$ cat src/rtl/multi_channel_data_sync_if.sv
// Bus bundle for multi_channel_data_sync: per-channel source side plus the merged
// valid/ready stream. slave = the synchronizer, master = whoever drives the sources.
interface multi_channel_data_sync_if #(
  parameter int BUS_WIDTH = 8,
  parameter int NUM_CH    = 4,
  parameter int CH_W      = $clog2(NUM_CH)
);
  logic [NUM_CH*BUS_WIDTH-1:0] Unsync_bus;
  logic [NUM_CH-1:0]           bus_enable;
  logic                        toggle_mode;
  logic                        out_ready;
  logic                        overrun_clr;
  logic [NUM_CH*BUS_WIDTH-1:0] sync_bus;
  logic [NUM_CH-1:0]           enable_pulse;
  logic                        out_valid;
  logic [BUS_WIDTH-1:0]        out_data;
  logic [CH_W-1:0]             out_ch;
  logic [NUM_CH-1:0]           overrun;

  modport master (
    output Unsync_bus, bus_enable, toggle_mode, out_ready, overrun_clr,
    input  sync_bus, enable_pulse, out_valid, out_data, out_ch, overrun
  );
  modport slave (
    input  Unsync_bus, bus_enable, toggle_mode, out_ready, overrun_clr,
    output sync_bus, enable_pulse, out_valid, out_data, out_ch, overrun
  );
endinterface

$ cat src/rtl/multi_channel_data_sync.sv
// NUM_CH-channel enable synchronizer with per-channel capture and a round-robin merged stream.
// Define DSYNC_OVERRUN_EN to build the sticky overrun flags and overrun_clr handling.

module multi_channel_data_sync_lane #(
  parameter int BUS_WIDTH  = 8,
  parameter int NUM_STAGES = 2
) (
  input  logic                 CLK,
  input  logic                 RST,
  input  logic                 bus_enable,
  input  logic [BUS_WIDTH-1:0] din,
  input  logic                 toggle_mode,
  input  logic                 grant,
  input  logic                 overrun_clr,
  output logic [BUS_WIDTH-1:0] dout,
  output logic                 pulse,
  output logic                 pending,
  output logic                 overrun
);
  // Bit NUM_STAGES-1 is the synchronized enable, bit NUM_STAGES is its one-cycle-old copy.
  logic [NUM_STAGES:0] vld_pipe;
  logic sync, prev, ev;

  assign sync = vld_pipe[NUM_STAGES-1];
  assign prev = vld_pipe[NUM_STAGES];
  assign ev   = toggle_mode ? (sync ^ prev) : (sync & ~prev);

  always_ff @(posedge CLK) begin
    if (!RST) begin
      vld_pipe <= '0;
      pulse    <= 1'b0;
      dout     <= '0;
      pending  <= 1'b0;
    end else begin
      vld_pipe <= {vld_pipe[NUM_STAGES-1:0], bus_enable};
      pulse    <= ev;
      if (ev) dout <= din;
      // A new word outranks the grant of the old one, so it stays pending.
      if (ev)         pending <= 1'b1;
      else if (grant) pending <= 1'b0;
    end
  end

`ifdef DSYNC_OVERRUN_EN
  always_ff @(posedge CLK) begin
    if (!RST)                        overrun <= 1'b0;
    else if (ev && pending && !grant) overrun <= 1'b1;
    else if (overrun_clr)            overrun <= 1'b0;
  end
`else
  logic unused_clr;
  assign unused_clr = overrun_clr;
  assign overrun    = 1'b0;
`endif
endmodule

module multi_channel_data_sync #(
  parameter int BUS_WIDTH  = 8,
  parameter int NUM_STAGES = 2,
  parameter int NUM_CH     = 4,
  parameter int CH_W       = $clog2(NUM_CH)
) (
  input logic                       CLK,
  input logic                       RST,
  multi_channel_data_sync_if.slave  bus
);
  logic [NUM_CH-1:0][BUS_WIDTH-1:0] din, sb;
  logic [NUM_CH-1:0]                pulse, pend, ovr, grant;
  logic                             out_valid_q, load, gnt_vld;
  logic [BUS_WIDTH-1:0]             out_data_q;
  logic [CH_W-1:0]                  out_ch_q, rr_ptr, gnt_idx, cand;

  assign din              = bus.Unsync_bus;
  assign bus.sync_bus     = sb;
  assign bus.enable_pulse = pulse;
  assign bus.overrun      = ovr;
  assign bus.out_valid    = out_valid_q;
  assign bus.out_data     = out_data_q;
  assign bus.out_ch       = out_ch_q;

  assign load = ~out_valid_q | bus.out_ready;

  for (genvar c = 0; c < NUM_CH; c++) begin : g_lane
    assign grant[c] = load & gnt_vld & (gnt_idx == CH_W'(c));
    multi_channel_data_sync_lane #(
      .BUS_WIDTH (BUS_WIDTH),
      .NUM_STAGES(NUM_STAGES)
    ) u_lane (
      .CLK        (CLK),
      .RST        (RST),
      .bus_enable (bus.bus_enable[c]),
      .din        (din[c]),
      .toggle_mode(bus.toggle_mode),
      .grant      (grant[c]),
      .overrun_clr(bus.overrun_clr),
      .dout       (sb[c]),
      .pulse      (pulse[c]),
      .pending    (pend[c]),
      .overrun    (ovr[c])
    );
  end

  // Scan from farthest to nearest so the channel right after rr_ptr is the last (winning) hit.
  always_comb begin
    gnt_vld = 1'b0;
    gnt_idx = '0;
    cand    = '0;
    for (int i = NUM_CH; i >= 1; i--) begin
      cand = CH_W'((int'(rr_ptr) + i) % NUM_CH);
      if (pend[cand]) begin
        gnt_vld = 1'b1;
        gnt_idx = cand;
      end
    end
  end

  always_ff @(posedge CLK) begin
    if (!RST) begin
      out_valid_q <= 1'b0;
      out_data_q  <= '0;
      out_ch_q    <= '0;
      rr_ptr      <= CH_W'(NUM_CH - 1);
    end else if (load) begin
      out_valid_q <= gnt_vld;
      if (gnt_vld) begin
        out_data_q <= sb[gnt_idx];
        out_ch_q   <= gnt_idx;
        rr_ptr     <= gnt_idx;
      end
    end
  end
endmodule

$ cat src/flat_wrapper.sv
// flat-port wrapper written by rule: the top's interface ports become plain ports
module multi_channel_data_sync_flat 
#(
  parameter int BUS_WIDTH  = 8,
  parameter int NUM_STAGES = 2,
  parameter int NUM_CH     = 4,
  parameter int CH_W       = $clog2(NUM_CH)
)
  (CLK, RST, bus_Unsync_bus, bus_bus_enable, bus_toggle_mode, bus_out_ready, bus_overrun_clr, bus_sync_bus, bus_enable_pulse, bus_out_valid, bus_out_data, bus_out_ch, bus_overrun);
  multi_channel_data_sync_if #(.BUS_WIDTH(BUS_WIDTH), .NUM_CH(NUM_CH), .CH_W(CH_W)) bus_i ();
  input logic CLK;
  input logic RST;
  input wire logic [$bits(bus_i.Unsync_bus)-1:0] bus_Unsync_bus;
  input wire logic [$bits(bus_i.bus_enable)-1:0] bus_bus_enable;
  input wire logic [$bits(bus_i.toggle_mode)-1:0] bus_toggle_mode;
  input wire logic [$bits(bus_i.out_ready)-1:0] bus_out_ready;
  input wire logic [$bits(bus_i.overrun_clr)-1:0] bus_overrun_clr;
  output wire logic [$bits(bus_i.sync_bus)-1:0] bus_sync_bus;
  output wire logic [$bits(bus_i.enable_pulse)-1:0] bus_enable_pulse;
  output wire logic [$bits(bus_i.out_valid)-1:0] bus_out_valid;
  output wire logic [$bits(bus_i.out_data)-1:0] bus_out_data;
  output wire logic [$bits(bus_i.out_ch)-1:0] bus_out_ch;
  output wire logic [$bits(bus_i.overrun)-1:0] bus_overrun;
  assign bus_i.Unsync_bus = bus_Unsync_bus;
  assign bus_i.bus_enable = bus_bus_enable;
  assign bus_i.toggle_mode = bus_toggle_mode;
  assign bus_i.out_ready = bus_out_ready;
  assign bus_i.overrun_clr = bus_overrun_clr;
  assign bus_sync_bus = bus_i.sync_bus;
  assign bus_enable_pulse = bus_i.enable_pulse;
  assign bus_out_valid = bus_i.out_valid;
  assign bus_out_data = bus_i.out_data;
  assign bus_out_ch = bus_i.out_ch;
  assign bus_overrun = bus_i.overrun;
  multi_channel_data_sync #(.BUS_WIDTH(BUS_WIDTH), .NUM_STAGES(NUM_STAGES), .NUM_CH(NUM_CH), .CH_W(CH_W)) u_core (.CLK(CLK), .RST(RST), .bus(bus_i));
endmodule
$ cat config.mk
export PLATFORM = sky130hd
export DESIGN_NAME = multi_channel_data_sync_flat
export DESIGN_NICKNAME = d
export VERILOG_FILES = /design/src/rtl/multi_channel_data_sync_if.sv /design/src/rtl/multi_channel_data_sync.sv /design/src/flat_wrapper.sv
export SDC_FILE = /design/constraint.sdc
export NUM_CORES = 1
export LEC_CHECK = 0
export ABC_AREA = 1
export BUFFER_PORTS_ARGS = -buffer_cell sky130_fd_sc_hd__buf_2
export CAP_MARGIN = 20
export CORE_AREA = 3 3 111 113
export CTS_CLUSTER_DIAMETER = 80
export DETAILED_ROUTE_END_ITERATION = 6
export DIE_AREA = 0 0 114 116
export PLACE_DENSITY_LB_ADDON = 0.3
export SETUP_SLACK_MARGIN = 0.1
export SLEW_MARGIN = 10
export SYNTH_ARGS = -nofsm -noshare
export SYNTH_HDL_FRONTEND = slang
export SYNTH_SLANG_ARGS = --single-unit
export TNS_END_PERCENT = 1
$ cat constraint.sdc
create_clock -name CLK -period 1.5 [get_ports CLK]
set_clock_uncertainty 0.05 [all_clocks]
set_input_delay 0.15 -clock CLK [delete_from_list [all_inputs] [get_ports CLK]]
set_output_delay 0.15 -clock CLK [all_outputs]
set_load 0.01 [all_outputs]
==> summary.txt <==
Outcome
  – Status: complete, but fails checks
  – Failing checks: setup timing

Synthesis
  – Synth Area per Inst: 7.30 um2
  – Post-synthesis compound-gate area fraction: 0.158
  – Xor/xnor share of the synthesized area: 0
  – Post-Syn Instances: 392
  – Fraction of the mapped netlist area in adder cells: 0.0175
  – Largest family of logic cells by synthesized area: simple AND/OR/NAND/NOR gates
  – Synth warn: 0
  – Synth cell types: 24
  – Simple-gate share of the synthesized area: 0.226
  – Seq/Total Area, Yosys: 0.455
  – Yosys reg bits: 65
  – Mux contribution to synthesized area: 0
  – Post-Syn Area: 2860 um2

Layout
  – Fin util: 0.357
  – Commonest non-fill, non-tap cells in the layout: 86 x buf_2, 63 x dfxtp_1, 55 x inv_1
  – P&R area growth vs syn: 42.4%
  – Diode count: 0
  – Most common cell after layout, fill and taps aside: buf_2
  – Filler cell count: 1262
  – Fin nets: 542
  – Share of cells above drive strength 1: 0.349

Detailed routing
  – WL final: 8470 um
  – Post-route DRC: 0
  – Routed Antenna Nets: 0
  – First-pass iteration count of the detailed router: 4
  – Drt first-iter violations: 92
  – WL/cell: 13.2 um
  – Vias: 2791
  – Routed vias/inst: 4.35

Placed design
  – GP Congestion: 0.822
  – Port bufs: 86
  – Final HPWL DP: 6260 um

Clock tree
  – H-tree levels: 3
  – Cts bufs inserted: 9
  – Clock Tree Buf Depth: 2
  – Worst-Skew Late Latency: 320 ps
  – CTS root buffer: clkbuf_16
  – Clock transition at path regs: 50 ps
  – Sink Count: 65
  – TritonCTS clock tree: built

Floorplan
  – Row cnt: 39
  – Core ar.: 11400 um2
  – Die area: 13200 um2
  – Chip height: 116 um
  – Ports: 92
  – Initial Util: 0.250
  – Die width: 114 um

Pwr
  – Design Power: 7.89 mW
  – Peak supply drop: 743 uV
  – Power Dens Cells: 1940 nW/um2
  – P_leak: 2.01 nW

STA
  – Final Hold Viols: 0
  – Setup violators final: 17
  – Count of final max-slew check failures: 0
  – Crit path time final: 1730 ps
  – Final period util: 1.15
  – Setup repair after global routing missed its margin: yes
  – Worst setup margin: -231 ps
  – Fmax: 578 MHz

Setup path
  – CP max-delay cell: dfxtp_2
  – Worst Setup Start Kind: register
  – Critical path class: reg -> reg
  – Critical Path AT: 1890 ps
  – Crit-path max FO: 8
  – R2r startpoint: u_core.rr_ptr[0]
  – Critical Path RT: 1660 ps
  – CP startpoint: u_core.rr_ptr[0]
  – CP Capture Type: register
  – Critical path's top delay family: simple AND/OR/NAND/NOR gates
  – CP bufs+invs: 2
  – Crit path largest cell delay: 320 ps
  – Worst R2R Setup Slack: -230 ps
  – Critical path, cell by cell: buf_12, nand2_1, nand2_4, nand2_2, nand2_2, nand2_4, nand3_4, buf_6, nand4_1, nand3_1, nor2_1, nor2_1

GRT
  – M1 GR Usage: 0.156
  – First-pass GRT wire length: 13400 um
  – Grt peak-use layer: met2
  – Vias in the first global route: 2755
  – Initial antenna violation count: 0
  – Overflow left after global routing: 0
  – Met3 Use GR: 0.0392
  – GRT Util Overall: 0.130
  – Largest net degree at the start of global routing: 26
  – Met2 Usage GRT: 0.220

Worst hold path
  – Worst hold path startpoint: bus_Unsync_bus[9]
  – Hold Crit Class: in -> reg

Run
  – MaxCap Viol Count: 0
[worst register-to-register path, stage by stage (launching register included)]
cell and delay, ps:
dfxtp_2 320, buf_12 140, nand2_1 110, nand2_4 70
nand2_2 70, nand2_2 70, nand2_4 100, nand3_4 180
buf_6 190, nand4_1 80, nand3_1 90, nor2_1 110
nor2_1 50
[synth_stat cells, drive strengths merged]
cell type / number / share of area
clkbuf: 14 / 0.018
nand4: 8 / 0.017
clkinv: 2 / 0.0026
nand3: 20 / 0.039
inv: 61 / 0.082
buf: 13 / 0.039
nor3: 1 / 0.0017
o21ai: 47 / 0.082
conb: 1 / 0.0013
dfxtp: 65 / 0.45
ha: 4 / 0.017
a21oi: 34 / 0.059
nor2: 43 / 0.056
nand2: 72 / 0.11
o22ai: 4 / 0.0087
o211ai: 3 / 0.0079
[cell type report]
| type | instances | area [um2] | share of cell area |
|---|---|---|---|
| multi-input combinational | 243 | 1350 | 0.332 |
| sequential | 65 | 1300 | 0.320 |
| tap | 143 | 179 | 0.0439 |
| timing repair buffer | 115 | 739 | 0.182 |
| clock inverter | 1 | 5.00 | 0.00123 |
| clock buffer | 12 | 246 | 0.0605 |
| inverter | 63 | 246 | 0.0605 |
[stage by stage]
step	hold slack, ps	cell area (um2)	cells	setup WS, ps	TNS, ps
CTS	45.2	4000	641	-219	-2610
finish	44.5	4070	642	-231	-3010
detailed placement	287	3560	619	-257	-3370
floorplan	198	2890	395	-101	-937
global route	59.6	4070	642	-376	-5040
global placement	284	3560	619	-248	-3120
[power breakdown]
group          switching, mW  leakage [nW]  internal, mW  total (mW)
clock network          0.682         0.124          1.13        1.81
logic                   2.36          1.35          1.57        3.92
registers              0.160         0.538          1.99        2.15
[per-layer routing]
layer,routed length (um),vias to the layer above
met5,0,-
met4,227,0
met3,450,21
met2,4230,73
met1,3560,1250
li1,-,1447
[cells by family (layout without fill, tap and decap cells)]
family / count (synthesis) / in the layout
AOI/OAI and AO/OA: 88 / 88
adders and majority gates: 4 / 4
buffers and inverters: 90 / 191
DFF: 65 / 65
other: 1 / 4
and+or+nand+nor: 144 / 147
[worst paths after layout]
kind	to	depth (start not counted)
min	u_core.g_lane[1].u_lane.dout[1]	3
max	u_core.bus.out_data[5]	12
min reg2reg	u_core.g_lane[3].u_lane.vld_pipe[1]	2
max reg2reg	u_core.bus.out_data[5]	12
[registers in the layout, indices dropped and copies added, names as in the netlist]
signal,flops
u_core.bus.out_data,8
u_core.g_lane.u_lane.vld_pipe,12
u_core.g_lane.u_lane.dout,32
u_core.rr_ptr,2
u_core.g_lane.u_lane.pulse,4
u_core.bus.out_valid,1
u_core.bus.out_ch,2
u_core.g_lane.u_lane.pending,4
[timing repair]
action                                  in CTS  in global routing
pin swaps                                   14                 13
gates resized for setup                     29                 26
hold endpoints to repair                     4                  0
hold buffers                                 4                  0
gates cloned                                 3                  0
buffers inserted                             2                  1
endpoints found under the setup margin      17                 39
(Power assumes the default switching activity.)
